File: config.mk
export PLATFORM = sky130hd
export DESIGN_NAME = instr_fetch_unit
export DESIGN_NICKNAME = d
export VERILOG_FILES = /design/src/rtl/instr_fetch_unit.sv
export SDC_FILE = /design/constraint.sdc
export NUM_CORES = 1
export LEC_CHECK = 0
export CORE_MARGIN = 2
export CORE_UTILIZATION = 45
export DETAILED_ROUTE_END_ITERATION = 10
export PLACE_DENSITY = 0.95
export SYNTH_ARGS = -nofsm -noshare
export SYNTH_HDL_FRONTEND = slang
export SYNTH_SLANG_ARGS = --single-unit
export TNS_END_PERCENT = 5
File: constraint.sdc
create_clock -name clk -period 5 [get_ports clk]
set_input_delay 0.75 -clock clk [delete_from_list [all_inputs] [get_ports clk]]
set_output_delay 0.75 -clock clk [all_outputs]
set_load 0.01 [all_outputs]
File: src/rtl/instr_fetch_unit.sv
// Instruction fetch unit: fetches one instruction at a time from instruction
// memory and presents it to decode. PC redirects (branch, jal, jalr) are taken
// when the presented instruction is consumed. A target with bit[1] set parks
// the unit in a sticky fault state until reset.
module instr_fetch_unit #(
  parameter int unsigned              ADDRESS_WIDTH = 32,
  parameter logic [ADDRESS_WIDTH-1:0] RESET_PC      = '0
) (
  input  logic                     clk,
  input  logic                     rst,
  // Redirect control from the control unit
  input  logic                     PCSrc,
  input  logic                     jalrmuxSel,
  input  logic [ADDRESS_WIDTH-1:0] PCTarget,
  input  logic [ADDRESS_WIDTH-1:0] ALUResult,
  input  logic                     stall,
  // Instruction memory
  output logic                     imem_req,
  output logic [ADDRESS_WIDTH-1:0] imem_addr,
  input  logic                     imem_ack,
  input  logic [31:0]              imem_rdata,
  // Decode side
  output logic [31:0]              instr,
  output logic [6:0]               op,
  output logic [2:0]               funct3,
  output logic                     funct7,
  output logic                     instr_valid,
  output logic [ADDRESS_WIDTH-1:0] pc,
  output logic [ADDRESS_WIDTH-1:0] pc_plus4,
  output logic                     fault
);

  typedef enum logic [1:0] {
    StIdle  = 2'd0,
    StReq   = 2'd1,
    StValid = 2'd2,
    StFault = 2'd3
  } state_e;

  state_e                   state_q, state_d;
  logic [ADDRESS_WIDTH-1:0] fetch_pc_q, fetch_pc_d;
  logic [31:0]              instr_q, instr_d;
  logic [ADDRESS_WIDTH-1:0] pc_q, pc_d;

  logic [ADDRESS_WIDTH-1:0] pc_inc;
  logic [ADDRESS_WIDTH-1:0] redirect_target;
  logic [ADDRESS_WIDTH-1:0] next_pc;
  logic                     unused_bits;

  // Sequential address (wraps modulo 2^ADDRESS_WIDTH) and redirect target selection.
  always_comb begin
    pc_inc          = pc_q + ADDRESS_WIDTH'(4);
    redirect_target = jalrmuxSel ? {ALUResult[ADDRESS_WIDTH-1:1], 1'b0} : PCTarget;
    next_pc         = PCSrc ? redirect_target : pc_inc;
  end

  // Next-state logic: fetch handshake, consume and redirect, fault trap.
  always_comb begin
    state_d    = state_q;
    fetch_pc_d = fetch_pc_q;
    instr_d    = instr_q;
    pc_d       = pc_q;
    unique case (state_q)
      StIdle: begin
        state_d    = StReq;
        fetch_pc_d = RESET_PC;
      end
      StReq: begin
        if (imem_ack) begin
          instr_d = imem_rdata;
          pc_d    = fetch_pc_q;
          state_d = StValid;
        end
      end
      StValid: begin
        if (!stall) begin
          // A misaligned target is trapped rather than fetched.
          if (next_pc[1]) begin
            state_d = StFault;
          end else begin
            fetch_pc_d = next_pc;
            state_d    = StReq;
          end
        end
      end
      StFault: begin
        state_d = StFault;
      end
      default: begin
        state_d = StIdle;
      end
    endcase
  end

  // State registers with asynchronous reset.
  always_ff @(posedge clk or posedge rst) begin
    if (rst) begin
      state_q    <= StIdle;
      fetch_pc_q <= RESET_PC;
      instr_q    <= '0;
      pc_q       <= RESET_PC;
    end else begin
      state_q    <= state_d;
      fetch_pc_q <= fetch_pc_d;
      instr_q    <= instr_d;
      pc_q       <= pc_d;
    end
  end

  // Outputs decode purely from state so reset clears them immediately.
  always_comb begin
    imem_req    = (state_q == StReq);
    instr_valid = (state_q == StValid);
    fault       = (state_q == StFault);
    imem_addr   = {fetch_pc_q[ADDRESS_WIDTH-1:2], 2'b00};
    instr       = instr_q;
    op          = instr_q[6:0];
    funct3      = instr_q[14:12];
    funct7      = instr_q[30];
    pc          = pc_q;
    pc_plus4    = pc_inc;
  end

  // Low address bits never reach memory; jalr drops bit 0 by definition.
  assign unused_bits = ^{ALUResult[0], fetch_pc_q[1:0]};

endmodule

### Word level (Yosys, flattened, before mapping)

Index checks and enable logic that the tools add are counted.

| word-level totals | value |
|---|---|
| memories | 0 |
| register bits | 98 |
| bits in latches | 0 |
| logic and storage cells | 25 |
| bits in read-only memories | 0 |
| bits in writable memories | 0 |

| operators by class | value |
|---|---|
| divide/modulo/power cells | 0 |
| equal/unequal tests | 6 |
| shifts and indexed selects | 0 |
| $add $sub $neg | 1 |
| mux-type cells | 9 |
| bitwise operators | 0 |
| multipliers | 0 |
| reduce and logical (&&, ||, !) cells | 5 |
| order comparisons | 0 |

Operator list:

| operator | number |
|---|---|
| 2-to-1 mux 32 bit | 4 |
| one-hot mux 32 bit (2 select lines) | 1 |
| adder 32 x 3 -> 32 bit, second input constant | 1 |
| one-hot mux 2 bit (4 select lines) | 1 |
| 2-to-1 mux 2 bit | 3 |
| == test 2 bit, second input constant | 2 |
| != test 2 bit, second input constant | 2 |
| AND reduction 2 bit | 2 |
| AND reduction 3 bit | 1 |
| == test 2 x 1 -> 1 bit, second input constant | 1 |
| logical NOT 2 bit | 1 |
| != test 2 x 1 -> 1 bit, second input constant | 1 |
| nonzero test 2 bit | 1 |

### Logic depth before layout (Yosys ltp)

Gate-level depths: netlist of run 1.

| depth | value |
|---|---|
| word-level depth | 5 |
| gate-level depth with buffers | 8 |
| gate-level depth less buffers | 6 |

### Least setup slack after synthesis of run 1

OpenSTA, ideal clock, no wires.

| timing path | value |
|---|---|
| path kind | register -> output |
| start | register pc_q[4], in the netlist pc[4] |
| end | output pc_plus4[25] |
| required time | 4.250 ns |
| arrival time | 1.753 ns |
| cell stages (with the launch flop) | 7 |
| slack | 2.497 ns |
| path through | dfrtp_1 -> buf_4 -> nand4_2 -> or4_1 -> buf_2 -> nor3_4 -> xor2_2 |

| on the way | value |
|---|---|
| word-level cells in the longest chain between the ends | 1 |

RTL lines:

| element | line | text |
|---|---|---|
| start: declaration | 43 | `logic [ADDRESS_WIDTH-1:0] pc_q, pc_d;` |
| start signal: assignment | 106 | `pc_q <= pc_d;` |
| adder 32 x 3 -> 32 bit | 52 | `pc_inc = pc_q + ADDRESS_WIDTH'(4);` |
| end: declaration | 29 | `output logic [ADDRESS_WIDTH-1:0] pc_plus4,` |

No other way between the ends.

### Final worst setup path of run 1

| timing path | value |
|---|---|
| start | register pc_q[6], in the netlist pc[6] |
| end | output pc_plus4[31] |

The elaborated chain is that of the path after synthesis.

==> impl_metrics.json, run 1 <==
{
  "r2r_cells": 5,
  "p_seq_frac": 0.364,
  "grt_pass1_wl_um": 24900,
  "hold_violations": 0,
  "grt_max_degree": 64,
  "worstHoldStart": "fetch_pc_q[0]",
  "netlist_instances": 474,
  "grtUsageTotal": 0.251,
  "globalRouteOverflowTotal": 0,
  "vias": 4411,
  "worstPathRequired_ns": 4.25,
  "p_int_mw": 2.61,
  "r2r-end": "fetch_pc_q[31]",
  "comb_power_share": 0.445,
  "hold_buffers": 0,
  "cts_buffers": 9,
  "cts_root_buf": "clkbuf_16",
  "final_common_cell": "clkdlybuf4s50_1",
  "fin_nets": 760,
  "start_kind": "flop",
  "clock_latency_ns": 0.34,
  "vdd_drop_max_mv": 0.323,
  "maxCapViolations": 0,
  "io_pins": 244,
  "area_growth_pct": 46.8,
  "max_freq_mhz": 253,
  "ant_nets": 0,
  "cellPowerDensity_mw_per_mm2": 509,
  "path_clk_slew_ns": 0.07,
  "dp_hpwl_um": 11900,
  "hold_depth": 2,
  "drtPass1Iterations": 4,
  "dpl.cell_count": 789,
  "status": "finished, final reports clean",
  "initial_core_util": 0.459,
  "switching_share": 0.330,
  "critPathCaptureType": "output pin",
  "cts_tree": "built",
  "synth_xor_area_frac": 0.0467,
  "antenna_found_initial": 0,
  "p_leak_nw": 3.31,
  "synth_edf_count": 0,
  "setup_violations": 0,
  "r2r_start": "pc[6]",
  "drtIter0Drc": 166,
  "clock_path_buffers": 2,
  "yosys_warnings": 0,
  "design_area_mm2": 0.00766,
  "seq_area_frac_synth": 0.460,
  "min_to": "fetch_pc_q[0]",
  "drc": 0,
  "fin_crit_ns": 3.95,
  "max_slew_margin": 0.312,
  "synth_top_family_by_area": "multiplexers",
  "instances_no_fill": 805,
  "synth.avg_cell_area_um2": 11.0,
  "finalWorstSetupSlack_ns": 1.05,
  "io_buffers": 238,
  "final_util": 0.674,
  "drv_slew": 0,
  "cp_data_arrival_time_ns": 3.20,
  "cpMaxStageDelayCell": "nor4_1",
  "synth.area.mux_share": 0.194,
  "dieArea_mm2": 0.0125,
  "ys_async_sr_fraction": 1.00,
  "synth-simple-area-share": 0.121,
  "synth_area_mm2": 0.00522,
  "post_drt_wl_per_cell_um": 19.5,
  "hold_path_class": "reg2reg",
  "drive_above_1_share": 0.151,
  "worstSetupPathType": "reg2out",
  "worst_pin_slew_ns": 1.03,
  "critPathMaxFanout": 9,
  "dpl_cell_area_mm2": 0.00734,
  "finalClockSkew_ns": 0.00798,
  "fin_total_pwr_mw": 3.90,
  "synthAdderAreaFrac": 0.00240,
  "clock-sinks": 96,
  "synth_compound_area_frac": 0.0774,
  "switchingPower_mw": 1.29,
  "period_share": 0.791,
  "core_mm2": 0.0114,
  "grt_pass1_vias": 4663,
  "routed_wl_um": 15700,
  "synthFlopType": "dfrtp_1",
  "rows": 39,
  "layout_common_cells": "clkdlybuf4s50_1 (236), dfrtp_1 (96), mux2_2 (65), nand2_1 (57), mux2i_1 (28)",
  "setup-tns-final_ns": 0,
  "place_ws_ns": 1.45,
  "htreeDepth": 3,
  "n_antenna_cell": 0,
  "hold_ws_ns": 0.500,
  "die_h_um": 112,
  "n_fill_cell": 862,
  "p_clk_frac": 0.191,
  "ys_types": 46,
  "die_w_um": 112,
  "crit_chain": "nand4_1 > nor4_1 > and4_1 > xor2_1 > clkdlybuf4s50_1",
  "ys_ff_latch": 96,
  "place.gp.congestion": 0.775,
  "critical-path-max-stage-delay_ns": 0.91,
  "post_cts_buffers": 0,
  "cts_resized": 0,
  "avgViaCountPerCell": 5.48,
  "r2r_slack_ns": 2.40,
  "rsz0062_at_grt": "false"
}
[power groups by stage]
| stage | Clock, mW | Combinational (mW) | Sequential, mW |
|---|---|---|---|
| after floorplan | 0 | 0.784 | 1.43 |
| after global placement | 0 | 1.69 | 1.39 |
| after detailed placement | 0 | 1.74 | 1.43 |
| after CTS | 0.756 | 1.75 | 1.42 |
| after global routing | 0.783 | 1.83 | 1.47 |
| final | 0.746 | 1.73 | 1.42 |
[worst max-delay path, delay by kind of cell, from the launching register on]
| kind | cells | cell delay, ns |
|---|---|---|
| XOR/XNOR | 1 | 0.21 |
| flip-flops | 1 | 0.52 |
| buffers and inverters | 1 | 0.58 |
| AND/OR/NAND/NOR | 3 | 1.56 |
[state kept, by name, summed over array words and instances (netlist names)]
name and cells:
instr 32, fetch_pc_q 31, pc 31, state_q 2
[cell families (layout without fill, tap and decap cells)]
logic type | count (synthesis) | count (layout)
buffers and inverters | 82 | 267
adder cells (fa/ha/maj) | 1 | 1
AO/OA/AOI/OAI | 51 | 51
AND/OR/NAND/NOR | 123 | 123
XOR/XNOR | 27 | 27
other | 1 | 4
multiplexers | 93 | 93
flip-flops | 96 | 96
[Yosys cell counts, types with 2 or more instances]
master,number,area [µm²]
inv_1,7,26.3
nor4_1,9,56.3
a22o_1,3,26.3
nand3_1,9,45.0
mux2i_1,28,280
o21ai_0,11,55.1
xor2_1,8,70.1
and4_1,2,17.5
nand4_1,11,68.8
a2bb2oi_1,2,17.5
a21oi_1,3,15.0
a21boi_0,2,15.0
nor2_1,15,56.3
nand2_1,58,218
buf_2,14,70.1
and4_2,3,30.0
buf_4,48,360
mux2_2,65,732
o211ai_1,14,105
and3_1,2,12.5
dfrtp_1,96,2400
a211o_1,2,17.5
xnor2_1,18,158
clkbuf_1,10,37.5
a221o_1,10,100
nor3_1,4,20.0
[per-layer routing]
layer | vias up | global-route usage | wire, µm
met4 | 0 | 0.0864 | 367
met3 | 31 | 0.0528 | 1050
met5 | - | 0 | 0
met1 | 2192 | 0.289 | 5860
li1 | 1996 | - | -
met2 | 192 | 0.461 | 8450
[worst max path at each step]
stage / slack, ns / to / cells after the start / start
floorplan: 1.74 / fetch_pc_q[0] / 1 / rst
global placement: 1.49 / pc_plus4[31] / 5 / pc[6]
detailed placement: 1.45 / pc_plus4[31] / 5 / pc[6]
CTS: 1.05 / pc_plus4[31] / 5 / pc[6]
global route: 0.87 / pc_plus4[31] / 5 / pc[6]
finish: 1.05 / pc_plus4[31] / 5 / pc[6]
[area by class of cell]
cell class	instances	area, µm²	area share
clock inverters	6	92.6	0.0121
clock buffers	10	229	0.0299
well taps	143	179	0.0233
multi-input cells	299	2320	0.303
repair buffers	243	2410	0.314
inverters	8	32.5	0.00424
flip-flops and latches	96	2400	0.313
Note: power is estimated with default switching activity, not from simulation.
==> run 2: changes to the inputs <==
Settings changed: CORE_UTILIZATION 45 to 42, PLACE_DENSITY 0.95 to 0.94.
Clock period 5 ns to 3.8 ns, I/O delays scaled along.
==> run 2 against run 1 <==
  * First-iteration DRC count increased by 29%
  * Clock power increased by 29%
  * Sequential share of layout area decreased by 0.24 points
  * Core utilization decreased by 3.4 points
  * Largest cell class unchanged
  * Highest routed layer unchanged
==> impl_metrics.json, run 2 (synthesized netlist as in run 1, its figures left out) <==
{
  "worstPathRequired_ns": 3.23,
  "largest_register_ffs": 32,
  "rows": 40,
  "worstSetupPathType": "reg2out",
  "die_h_um": 115,
  "cp_data_arrival_time_ns": 2.91,
  "cts_root_buf": "clkbuf_16",
  "cellPowerDensity_mw_per_mm2": 660,
  "ant_nets": 0,
  "avgViaCountPerCell": 5.23,
  "finalClockSkew_ns": 0.00483,
  "rsz0062_at_grt": "false",
  "cts_resized": 0,
  "period_share": 0.916,
  "drtPass1Iterations": 4,
  "fin_total_pwr_mw": 5.10,
  "setup_violations": 0,
  "vdd_drop_max_mv": 0.408,
  "vias": 4359,
  "dp_hpwl_um": 12000,
  "dpl_cell_area_mm2": 0.00740,
  "max_freq_mhz": 287,
  "post_cts_buffers": 0,
  "design_area_mm2": 0.00772,
  "grt_pass1_wl_um": 24200,
  "start_kind": "flop",
  "status": "finished, final reports clean",
  "drtIter0Drc": 214,
  "drc": 0,
  "layout_common_cells": "clkdlybuf4s50_1 (236), dfrtp_1 (96), mux2_2 (65), nand2_1 (57), mux2i_1 (28)",
  "place_ws_ns": 0.700,
  "finalWorstSetupSlack_ns": 0.318,
  "antenna_found_initial": 0,
  "hold_ws_ns": 0.506,
  "clock_latency_ns": 0.34,
  "hold_buffers": 0,
  "drv_slew": 0,
  "routed_wl_um": 16000,
  "dpl.cell_count": 818,
  "cts_tree": "built",
  "final_util": 0.640,
  "place.gp.congestion": 0.884,
  "instances_no_fill": 834,
  "htreeDepth": 3,
  "fin_crit_ns": 3.48,
  "cts_buffers": 9,
  "maxCapViolations": 0,
  "area_growth_pct": 47.9,
  "drive_above_1_share": 0.156,
  "io_buffers": 238,
  "grt_max_degree": 45,
  "n_fill_cell": 927,
  "io_pins": 244,
  "n_antenna_cell": 0,
  "globalRouteOverflowTotal": 0,
  "max_slew_margin": 0.338,
  "grt_pass1_vias": 4693,
  "p_leak_nw": 3.33,
  "setup-tns-final_ns": 0,
  "hold_path_class": "reg2reg",
  "critPathMaxFanout": 9,
  "worst_pin_slew_ns": 0.990,
  "grtUsageTotal": 0.237,
  "clock_path_buffers": 2,
  "initial_core_util": 0.433,
  "die_w_um": 115,
  "critPathCaptureType": "output pin",
  "dieArea_mm2": 0.0133,
  "hold_violations": 0,
  "fin_nets": 764,
  "post_drt_wl_per_cell_um": 19.1,
  "path_clk_slew_ns": 0.06,
  "clock-sinks": 96,
  "core_mm2": 0.0121,
  "final_common_cell": "clkdlybuf4s50_1"
}
==> run 2: cell count changes in the layout (fill, tap and decap cells not counted) <==
cell,previous run,this run
inv_8,1,0
clkinv_4,1,0
buf_4,5,9
clkinvlp_4,1,0
clkbuf_8,0,4
bufinv_16,2,1
==> run 2: final cells by class <==
cell class | count | area, µm² | area share
clock inverters | 2 | 35.0 | 0.00454
inverters | 8 | 32.5 | 0.00421
well taps | 168 | 210 | 0.0272
flip-flops and latches | 96 | 2400 | 0.311
repair buffers | 247 | 2440 | 0.316
multi-input cells | 299 | 2320 | 0.300
clock buffers | 14 | 284 | 0.0368
==> run 2: where the power goes <==
part           switching [mW]  internal [mW]  total, mW  leakage [nW]
clock                   0.377          0.582      0.959         0.159
combinational           0.856           1.42       2.28          1.94
sequential              0.425           1.44       1.86          1.23
==> run 2: routing by layer <==
metal / vias up / GRT usage / routed length [µm]
li1: 2005 / - / -
met1: 2153 / 0.275 / 6260
met2: 167 / 0.424 / 8440
met3: 34 / 0.0439 / 823
met4: 0 / 0.107 / 430
met5: - / 0 / 0
==> run 2: worst max-delay path, stage by stage (launching register included) <==
cell and delay (ns):
dfrtp_1 0.53, nand4_1 0.29, or4_1 0.75, nor3_4 0.27, xor2_2 0.17, clkdlybuf4s50_1 0.55
==> run 2: path summary, 6_finish.rpt <==
check / from / end / cells past startpoint / slack, ns
min in group asynchronous: rst / instr[16] / 2 / 0.65
min reg2reg: instr[16] / instr[16] / 1 / 0.51
max: pc[6] / pc_plus4[25] / 5 / 0.32
min: instr[16] / instr[16] / 1 / 0.51
max reg2reg: pc[6] / fetch_pc_q[25] / 5 / 1.42
max in group asynchronous: rst / pc[24] / 3 / 2.29
==> run 3: changes to the inputs <==
Settings changed: CAP_MARGIN set to 10.
==> results of run 3 <==
Same layout as run 2: the final DEF is identical, and so are final timing and power.
==> patch 1: new RTL, flow settings as in run 2 <==
Take the reset off `instr_q` and load it in a clocked block of its own.
--- a/src/rtl/instr_fetch_unit.sv
+++ b/src/rtl/instr_fetch_unit.sv
@@ -97,14 +97,16 @@
     if (rst) begin
       state_q    <= StIdle;
       fetch_pc_q <= RESET_PC;
-      instr_q    <= '0;
       pc_q       <= RESET_PC;
     end else begin
       state_q    <= state_d;
       fetch_pc_q <= fetch_pc_d;
-      instr_q    <= instr_d;
       pc_q       <= pc_d;
     end
+  end
+
+  always_ff @(posedge clk) begin
+    instr_q <= instr_d;
   end
 
   // Outputs decode purely from state so reset clears them immediately.
Check against the original RTL: differs if rst is asserted again (counterexample within 4 cycles, from zero or initial values and one cycle with rst high); with rst held inactive, the same outputs for 10 cycles.
==> patch 1 against run 2 <==
The flow now finishes with violations (design-rule violations); clock skew up 0.0067 ns; first-iteration DRC count rose by 34%; hold slack better by 0.0024 ns; clock power is 9% higher; via count fell by 2.5%; setup slack better by 0.077 ns; total power decreased by 24%; routed wire length shrank 5.9%; fmax grew 2.3%; sequential cell count stayed put; critical path depth unchanged; final area is 2.3% lower; area after synthesis decreased by 4.3%; largest cell class is now sequential cells; highest routed layer unchanged.
==> patch 1: results (changes against run 2) <==
{| class="wikitable"
! Metric !! Value
|-
| Launch point of the worst path || pc[4]
|-
| Share of flip-flops with an asynchronous set or reset after synthesis || 0.667 (-0.333)
|-
| First-pass iteration count of the detailed router || 10 (+6)
|-
| EDFF count, synth || 32 (+32)
|-
| Cell type of the slowest stage on the worst timing path || sky130_fd_sc_hd__clkdlybuf4s50_1
|-
| Worst Max-Slew Pin Slew || 1.08 ns (+0.0893 ns)
|-
| Worst path max stage delay || 0.59 ns (-0.16 ns)
|-
| Failing checks || design-rule violations
|-
| Final HPWL DP || 11.1 mm (-7.1%)
|-
| Vias || 4,248 (-2.5%)
|-
| Cells taking the most area after synthesis || sky130_fd_sc_hd__dfrtp_1, sky130_fd_sc_hd__edfxtp_1, sky130_fd_sc_hd__buf_4
|-
| Sequential element share of the synthesized area || 0.513 (+0.0525)
|-
| Logic depth of the worst register-to-register path || 4 (-1)
|-
| Post-place setup slack || 0.621 ns (-0.0782 ns)
|-
| Arrival time at the worst endpoint || 2.83 ns (-0.08 ns)
|-
| Synth Area in XOR/XNOR || 0.0473 (+0.000580)
|-
| Clock Skew || 0.0115 ns (+0.00671 ns)
|-
| Fraction of final layout cells sized beyond drive strength 1 || 0.101 (-0.0552)
|-
| Routed WL per cell || 19.1 µm (-0.25%)
|-
| Routability-driven placement congestion ratio || 0.827 (-6.4%)
|-
| Number of warnings issued by yosys || 0 (unchanged)
|-
| Worst Slack Setup Final || 0.395 ns (+0.0768 ns)
|-
| Worst setup slack for register-to-register paths || 1.04 ns (-0.38 ns)
|-
| Leakage power || 3.12 nW (-6.4%)
|-
| Initial DRC Count || 287 (+34%)
|-
| Compound-Gate Fraction of Synth Area || 0.0924 (+0.0150)
|-
| Status || complete, but fails checks
|-
| Pin count of the biggest net entering global routing || 51 (+13%)
|-
| Combined global-route utilization of all metal layers || 0.232 (-0.00514)
|-
| Fillcell total || 870 (-6.1%)
|-
| Reg2reg start || state_q[1]
|-
| Primary flip-flop cell chosen by synthesis mapping || sky130_fd_sc_hd__dfrtp_1
|-
| Share of synthesized area spent on multiplexers || 0.123 (-0.0705)
|-
| Destination of the worst register-to-register timing path || fetch_pc_q[12]
|-
| Remaining design rule violation count || 19 (+19)
|}
[patch 1: worst min-delay path by stage]
stage,to,cells after the start,slack [ns],from
6_report,fetch_pc_q[9],2,0.51,fetch_pc_q[9]
5_1_grt,pc[0],1,0.54,fetch_pc_q[0]
4_1_cts,fetch_pc_q[0],2,0.51,fetch_pc_q[0]
3_5_place_dp,fetch_pc_q[0],2,0.49,fetch_pc_q[0]
3_3_place_gp,fetch_pc_q[0],2,0.46,fetch_pc_q[0]
2_1_floorplan,fetch_pc_q[0],2,0.44,fetch_pc_q[0]
[patch 1: routing by layer]
| layer | up-vias | track usage | part of all wire |
|---|---|---|---|
| met3 | 34 | 0.0493 | 0.080 |
| met5 | - | 0 | 0 |
| met1 | 2057 | 0.287 | 0.40 |
| met2 | 213 | 0.396 | 0.49 |
| met4 | 0 | 0.0935 | 0.028 |
| li1 | 1944 | - | - |
[patch 1: logic make-up after synthesis]
kind of cell               Yosys count
muxes                               58
adders and majority gates            1
AOI/OAI and AO/OA                   71
buffers and inverters               74
and+or+nand+nor                    121
DFF                                 96
xor gates and xnor gates            27
other                                1
[patch 1: power breakdown]
| group | internal, mW | switching, mW |
|---|---|---|
| Sequential | 1.28 | 0.262 |
| Combinational | 0.776 | 0.512 |
| Clock | 0.645 | 0.407 |
| Total | 2.70 | 1.18 |
[patch 1: repair_timing]
item | in CTS | in global routing
hold buffers | 0 | 0
endpoints found under the setup margin | 0 | 1
setup buffers | 0 | 0
resized for setup | 0 | 1
[patch 1: metrics by stage]
stage / cell area (µm²) / hold WS, ns / utilization / cells
global route: 7550 / 0.541 / 0.655 / 787
floorplan: 5010 / 0.443 / - / 452
global placement: 7200 / 0.459 / 0.625 / 771
CTS: 7540 / 0.505 / 0.655 / 787
detailed placement: 7200 / 0.491 / 0.625 / 771
finish: 7550 / 0.508 / 0.655 / 787
[patch 1: final cells by class]
| class | count | area, µm² | share of cell area |
|---|---|---|---|
| inverters | 7 | 26.3 | 0.00348 |
| repair buffers | 243 | 2420 | 0.321 |
| well taps | 143 | 179 | 0.0237 |
| multi-input cells | 282 | 2010 | 0.267 |
| clock inverters | 7 | 120 | 0.0159 |
| flip-flops and latches | 96 | 2560 | 0.340 |
| clock buffers | 9 | 225 | 0.0298 |
[patch 1: worst max-delay path: cells and delay by family, from the launching register on]
kind,cells,cell delay [ns]
simple gates,3,1.15
flops,1,0.50
buf+inv,1,0.59
xor+xnor,1,0.25
==> patch 2: new RTL, config.mk and constraints of run 2 <==
Made on the original files. Change the parameter `ADDRESS_WIDTH` from 32 to 64.
--- a/src/rtl/instr_fetch_unit.sv
+++ b/src/rtl/instr_fetch_unit.sv
@@ -3,7 +3,7 @@
 // when the presented instruction is consumed. A target with bit[1] set parks
 // the unit in a sticky fault state until reset.
 module instr_fetch_unit #(
-  parameter int unsigned              ADDRESS_WIDTH = 32,
+  parameter int unsigned              ADDRESS_WIDTH = 64,
   parameter logic [ADDRESS_WIDTH-1:0] RESET_PC      = '0
 ) (
   input  logic                     clk,
Ports: changed (5 resized); port bits go from 244 to 404. No check against the original RTL was run, so the function may have changed too.
==> patch 2 against run 2 <==
Count of clock-buffer cells in the layout increased by 6; total power grew 89%; global-route usage rose by 3.9 points; combinational power rose by 100%; sequential cell count up 64; fmax decreased by 6.6%; largest cell class is now multi-input gates; routed wire length increased by 100%; final area grew 78%; cell count grew 82%; area after synthesis grew 77%; critical path depth up 2; critical path type unchanged; first-iteration DRC count is 100% higher; setup slack worse by 0.25 ns.
==> patch 2: results (changes against run 2) <==
{| class="wikitable"
! Metric !! Value
|-
| Status || finished, final reports clean
|-
| Worst Max-Slew Pin Slew || 0.861 ns (-0.128 ns)
|-
| Leakage power || 5.97 nW (+79%)
|-
| Arrival time at the worst endpoint || 3.16 ns (+0.25 ns)
|-
| Metal-1 WL || 12.1 mm (+93%)
|-
| Routed WL per cell || 21.6 µm (+13%)
|-
| Routability-driven placement congestion ratio || 0.851 (-3.7%)
|-
| Clock Skew || 0.0118 ns (+0.00697 ns)
|-
| Logic depth of the worst register-to-register path || 7 (+2)
|-
| Global-route wire length before repair || 50.6 mm (+110%)
|-
| Number of buffers inserted during clock tree synthesis || 17 (+8)
|-
| Reg2reg start || state_q[1]
|-
| Pin count of the biggest net entering global routing || 83 (+84%)
|-
| Antenna Diode Count || 0 (unchanged)
|-
| Clk pin slew, worst setup/hold paths || 0.07 ns
|-
| Maximum level of the CTS H-tree || 4 (+1)
|-
| CTS Buffer Depth || 2 (unchanged)
|-
| Met3 wire length || 2.74 mm (+230%)
|-
| Sink of the worst hold path || fetch_pc_q[0]
|-
| Destination of the worst register-to-register timing path || fetch_pc_q[53]
|-
| Fraction of final layout cells sized beyond drive strength 1 || 0.177 (+0.0205)
|-
| VDD IR max || 0.358 mV (-12%)
|-
| Initial DRC Count || 434 (+100%)
|-
| Max layer used || met4
|-
| Final HPWL DP || 24.2 mm (+100%)
|-
| Worst-Skew Late Latency || 0.42 ns (+0.08 ns)
|-
| Hold Crit Start || fetch_pc_q[0]
|-
| Cell type of the slowest stage on the worst timing path || sky130_fd_sc_hd__clkdlybuf4s50_1
|-
| Sequential element share of the synthesized area || 0.432 (-0.0281)
|-
| Unique cell type count in the Yosys netlist || 53 (+15%)
|-
| Number of nets in the final layout || 1,388 (+82%)
|-
| Met2 Routed Length || 16.5 mm (+96%)
|-
| Post-place setup slack || 0.343 ns (-0.356 ns)
|-
| Critical path fanouts, max || 8 (-1)
|-
| Fin crit period || 3.73 ns (+0.246 ns)
|-
| Via count of the first global-routing pass || 9,051 (+93%)
|-
| Worst path max stage delay || 0.61 ns (-0.14 ns)
|-
| Fillcell total || 1,685 (+82%)
|-
| Count of buffers from port buffering || 398 (+67%)
|-
| Number of warnings issued by yosys || 0 (unchanged)
|-
| Cell area after placement || 0.0131 mm² (+76%)
|-
| Most numerous cell types in the synthesized netlist || sky130_fd_sc_hd__dfrtp_1, sky130_fd_sc_hd__mux2_2, sky130_fd_sc_hd__nand2_1
|-
| Routed vias/inst || 5.62 (+7.6%)
|-
| Worst setup slack for register-to-register paths || 1.19 ns (-0.23 ns)
|-
| Min-Delay Path Depth || 2 (+1)
|-
| First-pass iteration count of the detailed router || 5 (+1)
|-
| Cells taking the most area after synthesis || sky130_fd_sc_hd__dfrtp_1, sky130_fd_sc_hd__mux2_2, sky130_fd_sc_hd__mux2i_1
|-
| Combined global-route utilization of all metal layers || 0.276 (+0.0394)
|}
## patch 2: how the worst max path moves through the flow
stage,startpoint,slack [ns],cells after the start,end
floorplan,pc[2],1.08,7,pc_plus4[56]
global placement,pc[5],0.38,6,pc_plus4[63]
detailed placement,pc[5],0.34,6,pc_plus4[63]
CTS,pc[5],-0.01,6,pc_plus4[25]
global route,pc[5],-0.02,8,pc_plus4[49]
finish,pc[5],0.07,7,pc_plus4[61]
## patch 2: metal layers
| metal | vias up | track usage |
|---|---|---|
| li1 | 3782 | - |
| met1 | 4182 | 0.314 |
| met2 | 454 | 0.485 |
| met3 | 93 | 0.0759 |
| met4 | 0 | 0.126 |
| met5 | - | 0 |
## patch 2: repair_timing
item                       CTS  global route
hold endpoints to repair     0             0
pin swaps                    1             4
buffers inserted             0             2
resized for setup            7            17
setup endpoints to repair   16            25
hold buffers                 0             0
## patch 2: per-stage QoR
stage	hold WS, ns	instances
global route	0.514	1514
global placement	0.465	1480
CTS	0.505	1512
floorplan	0.445	906
detailed placement	0.487	1480
finish	0.497	1514
## patch 2: report_power, final
| group | internal [mW] | total [mW] | switching [mW] |
|---|---|---|---|
| Combinational | 2.75 | 4.65 | 1.90 |
| Sequential | 2.44 | 3.27 | 0.827 |
| Clock | 0.937 | 1.71 | 0.768 |
## patch 2: cell families after synthesis
logic type	synth area share
other cells	0.000405
compound gates	0.105
simple gates	0.131
flops	0.432
xor+xnor	0.0528
mux	0.190
fa+ha+maj	0.00135
buf+inv	0.0882
## patch 2: cell type report
type                    instances  area (µm²)  area share
inverters                       9        37.5     0.00273
clock inverters                12         126     0.00919
clock buffers                  20         447      0.0325
well taps                     280         350      0.0255
repair buffers                424        4220       0.307
multi-input cells             609        4570       0.332
flip-flops and latches        160        4010       0.291
## patch 2: worst register-to-register path, cell delays in order, from the launching register on
cell	delay, ns
sky130_fd_sc_hd__dfrtp_1	0.47
sky130_fd_sc_hd__a21o_1	0.19
sky130_fd_sc_hd__buf_4	0.19
sky130_fd_sc_hd__o21bai_4	0.19
sky130_fd_sc_hd__nor2_1	0.32
sky130_fd_sc_hd__nand2_1	0.61
sky130_fd_sc_hd__o21ai_0	0.43
sky130_fd_sc_hd__a31o_2	0.15
